[src/rtl/lz_denorm.sv]
// lz_denorm: re-inserts leading zeros into a normalized mantissa
// (out_data = in_mant >> in_lz) through a two-stage elastic pipeline.
// Ports: clk, rst_n (async, active-low); in_valid/in_ready/in_mant/in_lz
// input side; out_valid/out_ready/out_data/out_ovr output side.
// Optional macro LZ_DENORM_STICKY_EN adds out_sticky (OR of shifted-out
// bits). Stage 1 shifts by whole bytes, stage 2 by the remaining 0..7.
module lz_denorm #(
  parameter int WIDTH = 48,
  parameter int LZW   = 6
) (
  input  logic             clk,
  input  logic             rst_n,
  input  logic             in_valid,
  output logic             in_ready,
  input  logic [WIDTH-1:0] in_mant,
  input  logic [LZW-1:0]   in_lz,
  output logic             out_valid,
  input  logic             out_ready,
  output logic [WIDTH-1:0] out_data,
  output logic             out_ovr
`ifdef LZ_DENORM_STICKY_EN
  ,
  output logic             out_sticky
`endif
);

  localparam logic [LZW-1:0]   LZ_MAX = LZW'(WIDTH);
  localparam logic [WIDTH-1:0] ONES   = '1;

  logic             s1_valid;
  logic [WIDTH-1:0] s1_data;
  logic [2:0]       s1_fine;
  logic             s1_ovr;
  logic             s2_valid;
  logic [WIDTH-1:0] s2_data;
  logic             s2_ovr;

  logic             s1_load;
  logic             s2_load;
  logic [LZW-1:0]   c_sh;
  logic [WIDTH-1:0] c_data;
  logic             c_ovr;
  logic [WIDTH-1:0] f_data;

  assign s2_load = s1_valid & (~s2_valid | out_ready);
  assign in_ready = ~s1_valid | ~s2_valid | out_ready;
  assign s1_load = in_valid & in_ready;

  // Byte-granular coarse shift; amounts >= WIDTH shift everything out.
  assign c_sh   = {in_lz[LZW-1:3], 3'b000};
  assign c_data = in_mant >> c_sh;
  assign c_ovr  = in_lz > LZ_MAX;
  assign f_data = s1_ovr ? '0 : (s1_data >> s1_fine);

  always_ff @(posedge clk or negedge rst_n) begin
    if (!rst_n) begin
      s1_valid <= 1'b0;
      s1_data  <= '0;
      s1_fine  <= '0;
      s1_ovr   <= 1'b0;
    end else begin
      if (s1_load) begin
        s1_valid <= 1'b1;
        s1_data  <= c_data;
        s1_fine  <= in_lz[2:0];
        s1_ovr   <= c_ovr;
      end else if (s2_load) begin
        s1_valid <= 1'b0;
      end
    end
  end

  always_ff @(posedge clk or negedge rst_n) begin
    if (!rst_n) begin
      s2_valid <= 1'b0;
      s2_data  <= '0;
      s2_ovr   <= 1'b0;
    end else begin
      if (s2_load) begin
        s2_valid <= 1'b1;
        s2_data  <= f_data;
        s2_ovr   <= s1_ovr;
      end else if (out_ready) begin
        s2_valid <= 1'b0;
      end
    end
  end

`ifdef LZ_DENORM_STICKY_EN
  logic c_stk;
  logic f_stk;
  logic s1_stk;
  logic s2_stk;

  // Low bits below the shift amount are the ones that fall off bit 0.
  assign c_stk = |(in_mant & ~(ONES << c_sh));
  assign f_stk = s1_stk | (|(s1_data & ~(ONES << s1_fine)));

  always_ff @(posedge clk or negedge rst_n) begin
    if (!rst_n) begin
      s1_stk <= 1'b0;
      s2_stk <= 1'b0;
    end else begin
      if (s1_load) s1_stk <= c_stk;
      if (s2_load) s2_stk <= f_stk;
    end
  end

  assign out_sticky = s2_stk;
`endif

  assign out_valid = s2_valid;
  assign out_data  = s2_data;
  assign out_ovr   = s2_ovr;

endmodule

[config.mk]
export PLATFORM = sky130hd
export DESIGN_NAME = lz_denorm
export DESIGN_NICKNAME = d
export VERILOG_FILES = /design/src/rtl/lz_denorm.sv
export SDC_FILE = /design/constraint.sdc
export NUM_CORES = 1
export LEC_CHECK = 0
export CAP_MARGIN = 15
export CORE_UTILIZATION = 40
export CTS_BUF_LIST = sky130_fd_sc_hd__clkbuf_8 sky130_fd_sc_hd__clkbuf_16
export DETAILED_ROUTE_END_ITERATION = 8
export PLACE_DENSITY = 0.74
export REMOVE_ABC_BUFFERS = 1
export SYNTH_ARGS = -nofsm -noshare
export SYNTH_HDL_FRONTEND = slang
export SYNTH_SLANG_ARGS = --single-unit
[constraint.sdc]
create_clock -name clk -period 2.9 [get_ports clk]
set_input_delay 0.87 -clock clk [delete_from_list [all_inputs] [get_ports clk]]
set_output_delay 0.87 -clock clk [all_outputs]
set_load 0.01 [all_outputs]
* After elaboration in Yosys (flattened, before gate mapping)
Cells that the tools add are included.
** Word-level totals
- Bits in registers :: 103
- Bits of input ports :: 58
- Output and inout port bits :: 51
- Logic and storage cells :: 24
** Operators by class
- Order comparisons :: 1
- Shift-type cells :: 2
- Mux-type cells :: 5
- Bitwise operators :: 7
- Reductions and logical operators :: 2
** Operators with widths (number)
- 48-bit two-way mux :: 1
- 48-bit by 3-bit right shift with 48-bit output :: 1
- 48-bit by 6-bit right shift with 48-bit output :: 1
- 6-bit > comparator (second input constant) :: 1
- 1-bit two-way mux :: 4
- 2-bit nonzero test :: 2
- 1-bit bitwise OR :: 3
- 1-bit AND :: 2
- 1-bit NOT :: 2

* Depth between registers and ports, before layout
Gate-level depths: netlist of the first run.
- Depth in word-level cells :: 5
- Gate-level depth with buffers :: 7
- Mapped depth without buffers :: 4

* Worst setup path before layout of the first run
No wires, ideal clock.
- Path kind :: input -> register
- Start :: input in_lz[3]
- End :: register s1_data[13]
- Setup time :: 0.134 ns
- Data arrival time :: 1.906 ns
- Required time :: 2.766 ns
- Path slack :: 0.860 ns
- Cell stages on the path :: 5
- Buffers on the path :: 2
- Cell sequence :: buf_4 -> buf_4 -> mux4_2 -> a22oi_1 -> o21ai_0
** Between the ends
- Longest elaborated chain between the ends :: 1
** Ends and longest elaborated chain
- from (decl) :: RTL line 16 : input logic [LZW-1:0] in_lz,
- 48-bit by 6-bit right shift with 48-bit output :: RTL line 51 : assign c_data = in_mant >> c_sh;
- to (signal assigned) :: RTL line 64 : s1_data <= c_data;
- to (decl) :: RTL line 31 : logic [WIDTH-1:0] s1_data;
No other way between the ends.
A chain may end at the register's enable or synchronous reset.

* Worst setup path after layout of the first run
- Start :: input out_ready
- End :: output in_ready
** Between the ends
- Longest elaborated chain between the ends :: 1
** Ends and longest elaborated chain
- from (decl) :: RTL line 18 : input logic out_ready,
- 1-bit bitwise OR :: RTL line 46 : assign in_ready = ~s1_valid | ~s2_valid | out_ready;
- to (decl) :: RTL line 14 : output logic in_ready,
No other way between the ends.

==> reports/qor.csv, run 1 <==
stage,metric,value,unit
route,vias per inst,5.77,
floorplanning,Die Area,16400,µm²
timing,Rel. slew slack,19.9,%
cts,# hold bufs at CTS,0,
global_routing,pin count of the biggest net entering global routing,78,
timing,Worst-Margin Slew,1.20,ns
setup_path,CP Class,primary input to primary output,
placement,Final Wtd Congestion,0.870,
timing,Final Skew,0.00871,ns
timing,Setup TNS,0,ns
timing,Tcrit/Tclk final,99.0,%
placement,Place WS,0.0257,ns
setup_path,CP arrival,2.00,ns
cts,Post-CTS Setup Bufs,0,
setup_path,CP Capture Type,primary output,
placement,HPWL after detailed placement,11800,µm
route,Routed WL,15700,µm
power_and_ir_drop,P_leak,3.28,nW
setup_path,CP max FO,2,
route,Post-DRT Antenna Nets,0,
setup_path,Most common cell on crit path,clkdlybuf4s50_1,
global_routing,gr ovfl total,0,
cts,Post-CTS Resized,0,
timing,Slew Limit Fails,0,
logic_synthesis,Post-Syn Area,6340,µm²
setup_path,critical path's slowest cell,clkdlybuf4s50_1,
run,Max Cap Viol,0,
global_routing,Total GRT Usage,20.1,%
floorplanning,initial core utilization,41.4,%
global_routing,first-pass GRT wire length,25600,µm
floorplanning,Core Area,15300,µm²
final_layout,Final Core Density,51.0,%
final_layout,diodes inserted,0,
cts,Max clock buf depth,2,
final_layout,P&R area growth vs syn,23.0,%
placement,Port Buffer Count,108,
route,WL/cell,18.4,µm
setup_path,cells along the critical path,clkdlybuf4s50_1 > nand3b_1 > clkdlybuf4s50_1,
logic_synthesis,post-synth cell types,34,
setup_path,startpoint types,primary input,
global_routing,initial antenna violation count,0,
final_layout,Nets,695,
route,DR pass1 iterations,5,
logic_synthesis,"EDFF count, synth",0,
status,status,finished clean,
cts,CTS buffer count,9,
timing,"Min Clock Period, post-route",2.87,ns
timing,Setup WS post-layout,0.0281,ns
floorplanning,std cell rows,45,
global_routing,number of global-route vias before repair,4778,
power_and_ir_drop,Cell Pwr Density,572,nW/µm²
final_layout,layout cells sized above 1,14.3,%
logic_synthesis,Yosys reg bits,103,
cts,"Reg clk slew, reported paths",0.06,ns
logic_synthesis,synthesized area per cell,11.5,µm²
cts,Worst-Skew Late Latency,0.35,ns
cts,CTS HTree Levels,3,
power_and_ir_drop,VDD IR max,416,µV
worst_hold_path,type of the tightest min-delay check,flip-flop to flip-flop,
logic_synthesis,"Seq/Total Area, Yosys",40.6,%
final_layout,filler cell count,1368,
setup_path,"Req. time, crit path",2.03,ns
logic_synthesis,Synth Instances,553,
logic_synthesis,"area leader, netlist",dfrtp_1,
cts,Clk Tree Root Cell,clkbuf_16,
route,vias,4922,
route,residual DRC count,0,
route,iteration-0 DRC count of the detailed router,314,
logic_synthesis,ys async rst share,100,%
floorplanning,chip height,128,µm
setup_path,CP peak stage delay,0.54,ns
cts,CTS tree,done,
logic_synthesis,most area-consuming cells after synthesis,"dfrtp_1 41%, mux4_2 17%, mux2i_1 10%",
timing,final hold viol count,0,
timing,Final setup viols,0,
timing,highest clock rate,0.348,GHz
logic_synthesis,Synth top area share,40.6,%
floorplanning,chip width,128,µm
logic_synthesis,top-count cell post-synth,nand2_1,
logic_synthesis,Most used DFF post-synth,dfrtp_1,
floorplanning,Ports,109,
cts,clk sinks,103,
timing,unrepaired setup endpoints after global routing,false,
logic_synthesis,YS warnings,0,
logic_synthesis,Post-synth top cells,"104 x nand2_1, 103 x dfrtp_1, 82 x o21ai_0",
-- per-layer routing --
metal	GRT usage (%)	vias to the layer above	part of all wire, %
li1	-	2251	-
met1	29.0	2441	45
met2	31.4	203	47
met3	2.80	27	6.8
met4	6.37	0	1.8
met5	0	-	0
-- kinds of logic after synthesis --
| kind of cell | after synthesis | share of synthesized area (%) |
|---|---|---|
| and+or+nand+nor | 139 | 9.19 |
| AOI/OAI and AO/OA | 131 | 12.6 |
| muxes | 128 | 32.6 |
| DFF | 103 | 40.6 |
| buffers and inverters | 52 | 4.97 |
-- cell usage in the layout, fill, tap and decap left out, types with 2 or more instances in the layout --
| master | n |
|---|---|
| clkdlybuf4s50_1 | 105 |
| nand2_1 | 103 |
| dfrtp_1 | 101 |
| o21ai_0 | 82 |
| mux2i_1 | 65 |
| mux4_2 | 47 |
| buf_4 | 15 |
| nor2_1 | 12 |
| mux4_1 | 12 |
| a22o_1 | 11 |
| a211o_1 | 9 |
| nor2b_1 | 9 |
| clkbuf_16 | 9 |
| a22oi_1 | 8 |
| a21oi_1 | 8 |
| a32o_1 | 8 |
| nand2b_1 | 4 |
| mux2_2 | 4 |
| inv_1 | 3 |
| o21ai_1 | 3 |
| nand2_2 | 2 |
| nand3_1 | 2 |
| clkinv_2 | 2 |
| buf_2 | 2 |
| buf_12 | 2 |
| dfrtp_2 | 2 |
-- path summary, 6_finish.rpt --
check	startpoint	to	slack, ns	cells after the start
min	out_data[13]	out_data[13]	0.48	2
min reg2reg	out_data[13]	out_data[13]	0.48	2
max in group asynchronous	rst_n	s1_fine[2]	1.68	2
min in group asynchronous	rst_n	s1_data[4]	0.51	1
max reg2reg	s1_fine[1]	out_data[2]	0.91	4
max	out_ready	in_ready	0.03	3
-- power breakdown --
part           internal, W  switching (W)  total (W)  leakage, nW
logic             0.000782       0.000617    0.00140         1.77
clock network     0.000665       0.000525    0.00119        0.152
registers          0.00166       0.000219    0.00188         1.36
total              0.00311        0.00136    0.00447         3.28
-- sequential cells by signal, indices dropped and copies added, names as in the netlist --
register,cells
out_ovr,1
out_valid,1
s1_fine,3
out_data,48
s1_ovr,1
s1_data,48
s1_valid,1
-- worst max-delay path: cells and delay by family --
family | cells | cell delay (ns)
AND/OR/NAND/NOR | 1 | 0.13
buffers and inverters | 2 | 1.00
-- per-stage QoR --
stage	area (µm²)	instances	power [W]	hold WS (ns)
3_5_place_dp	7520	837	0.00331	0.472
2_1_floorplan	6030	502	0.00264	0.445
5_1_grt	7810	853	0.00472	0.508
6_report	7810	853	0.00447	0.481
3_3_place_gp	7520	837	0.00327	0.473
4_1_cts	7810	853	0.00450	0.488
-- final cells by class --
type	count	area, µm²	area share [%]
Clock buffer	9	225	2.89
Clock inverter	7	65.1	0.833
Inverter	1	3.75	0.0481
Multi-Input combinational cell	398	3450	44.3
Sequential cell	103	2580	33.1
Tap cell	211	264	3.38
Timing Repair Buffer	124	1210	15.5
Power figures use the tool's default switching activity.
==> run 2: changes to the inputs <==
--- a/config.mk
+++ b/config.mk
@@ -9,7 +9,8 @@
 export CORE_UTILIZATION = 40
 export CTS_BUF_LIST = sky130_fd_sc_hd__clkbuf_8 sky130_fd_sc_hd__clkbuf_16
 export DETAILED_ROUTE_END_ITERATION = 8
-export PLACE_DENSITY = 0.74
+export DONT_BUFFER_PORTS = 1
+export PLACE_DENSITY = 0.65
 export REMOVE_ABC_BUFFERS = 1
 export SYNTH_ARGS = -nofsm -noshare
 export SYNTH_HDL_FRONTEND = slang
==> run 2 against run 1 <==
Compared with the run above: fmax increased by 41%; clock-buffer cell count increased by 2; via count decreased by 9.8%; register-to-register slack got worse by 0.05 ns; flip-flop and latch count unchanged; final area decreased by 15%; critical path depth increased by 1; largest cell class unchanged.
==> reports/qor.csv, run 2 (synthesis gave the netlist of run 1 again) <==
stage,metric,value,unit,change
status,status,finished clean,,
floorplanning,chip width,128,µm,unchanged
global_routing,Total GRT Usage,20.1,%,about the same
cts,"Reg clk slew, reported paths",0.07,ns,about the same
global_routing,first-pass GRT wire length,24800,µm,-2.9%
cts,CTS tree,done,,
floorplanning,Die Area,16400,µm²,unchanged
floorplanning,std cell rows,45,,unchanged
cts,Post-CTS Setup Bufs,0,,unchanged
route,vias per inst,6.03,,+4.5%
setup_path,RR Startpoint,s1_fine[1],,
floorplanning,initial core utilization,41.4,%,unchanged
run,Max Cap Viol,0,,unchanged
placement,Port Buffer Count,0,,-100%
timing,unrepaired setup endpoints after global routing,false,,
timing,Final setup viols,0,,unchanged
cts,Max clock buf depth,2,,unchanged
setup_path,CP max FO,39,,+37
global_routing,GR met2 Demand/Resource,31.7,%,+0.32 points
placement,Final Wtd Congestion,0.865,,-0.60%
global_routing,GR peak layer,met2,,
timing,Tcrit/Tclk final,70.2,%,-29 points
global_routing,initial antenna violation count,1,,+1
floorplanning,chip height,128,µm,unchanged
final_layout,Final Non-Filler Cells,736,,-14%
route,Routed WL,15600,µm,-0.36%
global_routing,number of global-route vias before repair,4390,,-8.1%
cts,CTS buffer count,9,,unchanged
cts,CTS HTree Levels,3,,unchanged
power_and_ir_drop,Cell Pwr Density,616,nW/µm²,+7.7%
timing,highest clock rate,0.491,GHz,+41%
placement,Post-DP Area,6350,µm²,-15%
setup_path,CP Capture Type,flip-flop,,
final_layout,"commonest non-fill, non-tap cell in the layout",nand2_1,,
route,residual DRC count,0,,unchanged
power_and_ir_drop,Pint,0.00285,W,-8.3%
final_layout,final instance area,6670,µm²,-15%
power_and_ir_drop,VDD IR max,246,µV,-41%
cts,Worst-Skew Late Latency,0.36,ns,about the same
power_and_ir_drop,P_leak,2.83,nW,-14%
setup_path,CP peak stage delay,0.64,ns,+0.10 ns
final_layout,Final Core Density,43.6,%,-7.4 points
route,WL/cell,21.2,µm,+15%
global_routing,M3 GR Usage,4.09,%,+1.3 points
power_and_ir_drop,Reg power frac,48.6,%,+6.5 points
route,Post-DRT Antenna Nets,0,,unchanged
placement,HPWL after detailed placement,11500,µm,-2.7%
final_layout,layout cells sized above 1,15.3,%,+0.94 points
setup_path,startpoint types,flip-flop,,
global_routing,met1 Use GR,27.3,%,-1.8 points
final_layout,Nets,577,,-17%
timing,Rel. slew slack,25.6,%,+5.8 points
floorplanning,Core Area,15300,µm²,unchanged
global_routing,pin count of the biggest net entering global routing,104,,+33%
placement,dpl cells,718,,-14%
power_and_ir_drop,Clk pwr share,30.4,%,+3.8 points
timing,Slew Limit Fails,0,,unchanged
setup_path,CP arrival,2.25,ns,+0.25 ns
final_layout,P&R area growth vs syn,5.17,%,
setup_path,"Req. time, crit path",3.11,ns,+1.08 ns
global_routing,gr ovfl total,0,,unchanged
cts,clk sinks,103,,unchanged
setup_path,worst setup path startpoint,s1_fine[1],,
final_layout,"commonest non-fill, non-tap cells in the layout","103 x nand2_1, 101 x dfrtp_1, 82 x o21ai_0, 65 x mux2i_1, 47 x mux4_2",,
setup_path,CP Class,flip-flop to flip-flop,,
timing,final hold viol count,0,,unchanged
timing,Worst-Margin Slew,1.12,ns,-0.0822 ns
power_and_ir_drop,combinational power share,20.9,%,-10 points
setup_path,critical path's slowest cell,dfrtp_1,,
cts,Post-CTS Resized,0,,unchanged
power_and_ir_drop,Sw Ratio,30.7,%,+0.27 points
final_layout,multi-input logic area,3450,µm²,unchanged
floorplanning,Ports,109,,unchanged
timing,"Min Clock Period, post-route",2.04,ns,-0.835 ns
timing,Final Skew,0.00836,ns,-0.000348 ns
power_and_ir_drop,Psw,0.00126,W,-7.1%
final_layout,filler cell count,1452,,+6.1%
route,vias,4439,,-9.8%
route,DR pass1 iterations,5,,unchanged
route,iteration-0 DRC count of the detailed router,366,,+17%
setup_path,cells along the critical path,buf_4 > mux4_1 > mux2i_1 > o21ai_0,,
worst_hold_path,type of the tightest min-delay check,primary input to async pin,,
final_layout,flip-flop and latch area,2580,µm²,unchanged
setup_path,Reg2Reg Setup Slack,0.86,ns,-0.05 ns
cts,Clk Tree Root Cell,clkbuf_16,,
cts,# hold bufs at CTS,0,,unchanged
==> run 2: cell count changes in the layout (fill, tap and decap cells not counted) <==
cell / before / now
clkinv_2: 2 / 0
diode_2: 0 / 1
clkbuf_8: 0 / 2
clkdlybuf4s50_1: 105 / 0
clkinvlp_4: 0 / 2
buf_2: 2 / 0
inv_6: 1 / 0
buf_12: 2 / 1
inv_1: 3 / 2
buf_4: 15 / 5
==> run 2: path summary, 6_finish.rpt <==
check,cells past startpoint,end
max in group asynchronous,0,s1_fine[2]
setup reg to reg,4,out_data[1]
setup / recovery,4,out_data[1]
min in group clk,2,s1_data[1]
hold reg to reg,2,s1_data[1]
hold / removal,0,s1_data[16]
==> run 2: layer usage <==
| metal | part of all wire (%) | wire length, µm |
|---|---|---|
| met2 | 47 | 7420 |
| met3 | 7.5 | 1180 |
| met5 | 0 | 0 |
| met1 | 43 | 6740 |
| met4 | 1.9 | 298 |
==> run 2: cell type report <==
type	instances	share of cell area [%]
multi-input combinational	398	51.8
sequential	103	38.7
tap	211	3.96
clock buffer	11	3.79
clock inverter	5	0.863
timing repair buffer	6	0.863
inverter	1	0.0563
antenna	1	0.0375
==> run 2: stage by stage <==
stage	setup TNS (ns)	worst slack [ns]	hold slack, ns	power, W
floorplan	-5.70	-0.379	0.445	0.00264
global placement	0	0.495	0.488	0.00287
detailed placement	0	0.435	0.511	0.00290
CTS	0	0.804	0.195	0.00415
global route	0	0.735	0.195	0.00433
finish	0	0.863	0.206	0.00411
==> run 2: power by group through the flow <==
stage	clock [W]	combinational, W	sequential (W)
3_3_place_gp	0	0.000849	0.00202
4_1_cts	0.00128	0.000867	0.00200
6_report	0.00125	0.000859	0.00200
3_5_place_dp	0	0.000865	0.00203
5_1_grt	0.00134	0.000950	0.00204
2_1_floorplan	0	0.000663	0.00198
==> run 2: critical path, delay by kind of cell, from the launching register on <==
family	cells	cell delay [ns]
DFF	1	0.64
muxes	2	0.62
buffers and inverters	1	0.50
AOI/OAI and AO/OA	1	0.10
==> run 3: changes to the inputs <==
--- a/config.mk
+++ b/config.mk
@@ -10,7 +10,7 @@
 export CTS_BUF_LIST = sky130_fd_sc_hd__clkbuf_8 sky130_fd_sc_hd__clkbuf_16
 export DETAILED_ROUTE_END_ITERATION = 8
 export DONT_BUFFER_PORTS = 1
-export PLACE_DENSITY = 0.65
+export PLACE_DENSITY = 0.67
 export REMOVE_ABC_BUFFERS = 1
 export SYNTH_ARGS = -nofsm -noshare
 export SYNTH_HDL_FRONTEND = slang
==> constraint.sdc (replaced) <==
create_clock -name clk -period 1.7 [get_ports clk]
set_input_delay 0.51 -clock clk [delete_from_list [all_inputs] [get_ports clk]]
set_output_delay 0.51 -clock clk [all_outputs]
set_load 0.01 [all_outputs]
==> run 3 against run 2 <==
Compared with the run above: the flow now finishes with violations (negative hold slack); sequential power grew 69%; clock power grew 65%; global-route usage grew 0.37 points; sequential share of layout area shrank 1.3 points; clock skew is essentially flat; setup slack lost 0.81 ns; clock-buffer cell count shrank 1; power grew 74%; flip-flop and latch count is the same; via count grew 1.7%; cell count grew 2.4%; routed wire length grew 3.8%; critical path type unchanged; largest cell class unchanged; largest power group unchanged.
==> reports/qor.csv, run 3 (synthesis gave the netlist of run 1 again) <==
stage,metric,value,unit,change
status,status,finished with violations,,
status,failing checks,negative hold slack,,
setup_path,CP max FO,7,,-82%
setup_path,CP arrival,1.86,ns,-0.39 ns
timing,Tcrit/Tclk final,96.9,%,+27 points
timing,Worst-Margin Slew,0.479,ns,-0.636 ns
placement,Final Wtd Congestion,0.892,,+3.1%
final_layout,"commonest non-fill, non-tap cells in the layout","103 x nand2_1, 101 x dfrtp_1, 82 x o21ai_0, 65 x mux2i_1, 51 x mux4_2",,
floorplanning,Ports,109,,unchanged
global_routing,first-pass GRT wire length,25500,µm,+2.6%
cts,Clk Tree Root Cell,clkbuf_16,,
cts,Worst-Skew Late Latency,0.35,ns,about the same
run,Max Cap Viol,0,,unchanged
setup_path,Top delay family on crit path,multiplexers,,
setup_path,Reg2Reg Setup Slack,0.05,ns,-0.81 ns
floorplanning,Core Area,15300,µm²,unchanged
timing,Setup TNS,0,ns,unchanged
route,WL/cell,21.5,µm,+1.4%
power_and_ir_drop,P_leak,2.94,nW,+4.1%
placement,HPWL after detailed placement,12000,µm,+4.3%
setup_path,critical path buffer and inverter count,2,,+1
global_routing,Total GRT Usage,20.5,%,+0.37 points
route,met3 WL,1160,µm,-1.3%
setup_path,startpoint types,flip-flop,,
setup_path,critical path's slowest cell,mux4_1,,
placement,Place WS,-0.0229,ns,-0.458 ns
timing,Rel. slew slack,67.9,%,+42 points
setup_path,CP Capture Type,flip-flop,,
final_layout,diodes inserted,0,,-1
setup_path,R2R Path End,out_data[7],,
route,iteration-0 DRC count of the detailed router,289,,-21%
power_and_ir_drop,Final Total Pwr,0.00714,W,+74%
setup_path,RR Startpoint,s1_fine[0],,
global_routing,pin count of the biggest net entering global routing,104,,unchanged
global_routing,initial antenna violation count,0,,-1
cts,CTS tree,done,,
timing,Fin Hold WS,-0.143,ns,-0.348 ns
route,DR pass1 iterations,4,,-1
timing,Final Skew,0.00826,ns,-0.000102 ns
setup_path,"Req. time, crit path",1.91,ns,-1.20 ns
setup_path,CP Class,flip-flop to flip-flop,,
timing,final hold viol count,103,,+103
power_and_ir_drop,Cell Pwr Density,1030,nW/µm²,+68%
timing,unrepaired setup endpoints after global routing,false,,
final_layout,"commonest non-fill, non-tap cell in the layout",nand2_1,,
cts,"Reg clk slew, reported paths",0.07,ns,about the same
cts,CTS buffer count,9,,unchanged
floorplanning,std cell rows,45,,unchanged
route,vias per inst,5.99,,-0.74%
setup_path,CP peak stage delay,0.58,ns,-0.06 ns
cts,clk sinks,103,,unchanged
global_routing,number of global-route vias before repair,4561,,+3.9%
global_routing,gr ovfl total,0,,unchanged
route,uppermost layer routed,met4,,
route,vias,4514,,+1.7%
placement,Post-DP Area,6530,µm²,+2.8%
timing,Setup WS post-layout,0.0522,ns,-0.811 ns
floorplanning,initial core utilization,41.4,%,unchanged
setup_path,Register-to-Register Path Depth,5,,+1
cts,Max clock buf depth,2,,unchanged
placement,Port Buffer Count,0,,unchanged
floorplanning,chip width,128,µm,unchanged
cts,CTS HTree Levels,3,,unchanged
final_layout,Nets,597,,+3.5%
final_layout,layout cells sized above 1,19.0,%,+3.7 points
timing,Slew Limit Fails,0,,unchanged
timing,"Min Clock Period, post-route",1.65,ns,-0.389 ns
floorplanning,chip height,128,µm,unchanged
route,Routed WL,16200,µm,+3.8%
final_layout,final instance area,6910,µm²,+3.5%
power_and_ir_drop,VDD IR max,493,µV,+100%
route,Post-DRT Antenna Nets,0,,unchanged
route,residual DRC count,0,,unchanged
timing,Final setup viols,0,,unchanged
final_layout,P&R area growth vs syn,8.89,%,
worst_hold_path,type of the tightest min-delay check,primary input to async pin,,
setup_path,cells along the critical path,buf_12 > clkbuf_16 > mux4_1 > mux2i_1 > o21ai_0,,
route,WL met2,7720,µm,+3.9%
route,M1 WL,6930,µm,+2.8%
floorplanning,Die Area,16400,µm²,unchanged
timing,highest clock rate,0.607,GHz,+24%
==> run 3: how the worst max path moves through the flow <==
stage / cells past startpoint / slack [ns] / endpoint / startpoint
2_1_floorplan: 4 / -1.22 / s1_data[16] / out_ready
3_3_place_gp: 4 / 0.04 / out_data[10] / s1_fine[0]
3_5_place_dp: 4 / -0.02 / out_data[1] / s1_fine[0]
4_1_cts: 4 / 0.002 / out_data[2] / s1_fine[0]
5_1_grt: 5 / 0.002 / out_data[41] / s1_fine[1]
6_report: 5 / 0.05 / out_data[7] / s1_fine[0]
==> run 3: layout make-up <==
type | instances | area (µm²)
Clock buffer | 10 | 239
Clock inverter | 5 | 51.3
Fill cell | 1457 | 8410
Inverter | 1 | 3.75
Multi-Input combinational cell | 398 | 3440
Sequential cell | 103 | 2580
Tap cell | 211 | 264
Timing Repair Buffer | 26 | 329
==> run 3: metrics by stage <==
step / instances / utilization (%)
after CTS: 751 / 44.5
after detailed placement: 735 / 42.6
final: 754 / 45.1
after global routing: 754 / 45.1
after floorplan: 502 / -
after global placement: 735 / 42.6
==> run 3: power by group <==
group	internal, W	switching (W)
clock network	0.00116	0.000892
registers	0.00283	0.000538
logic	0.000946	0.000766
==> run 3: timing repair <==
action                                  in CTS  in global routing
setup buffers                                1                  1
endpoints found under the setup margin       9                 36
hold endpoints to repair                   103                103
resized for setup                            3                  8
cloned                                       0                  2
==> run 3: routing by layer <==
layer  up-vias  global-route usage, %
met5         -                      0
met4         0                   8.37
met3        26                   4.42
met2       167                   32.7
met1      2276                   27.2
li1       2045                      -
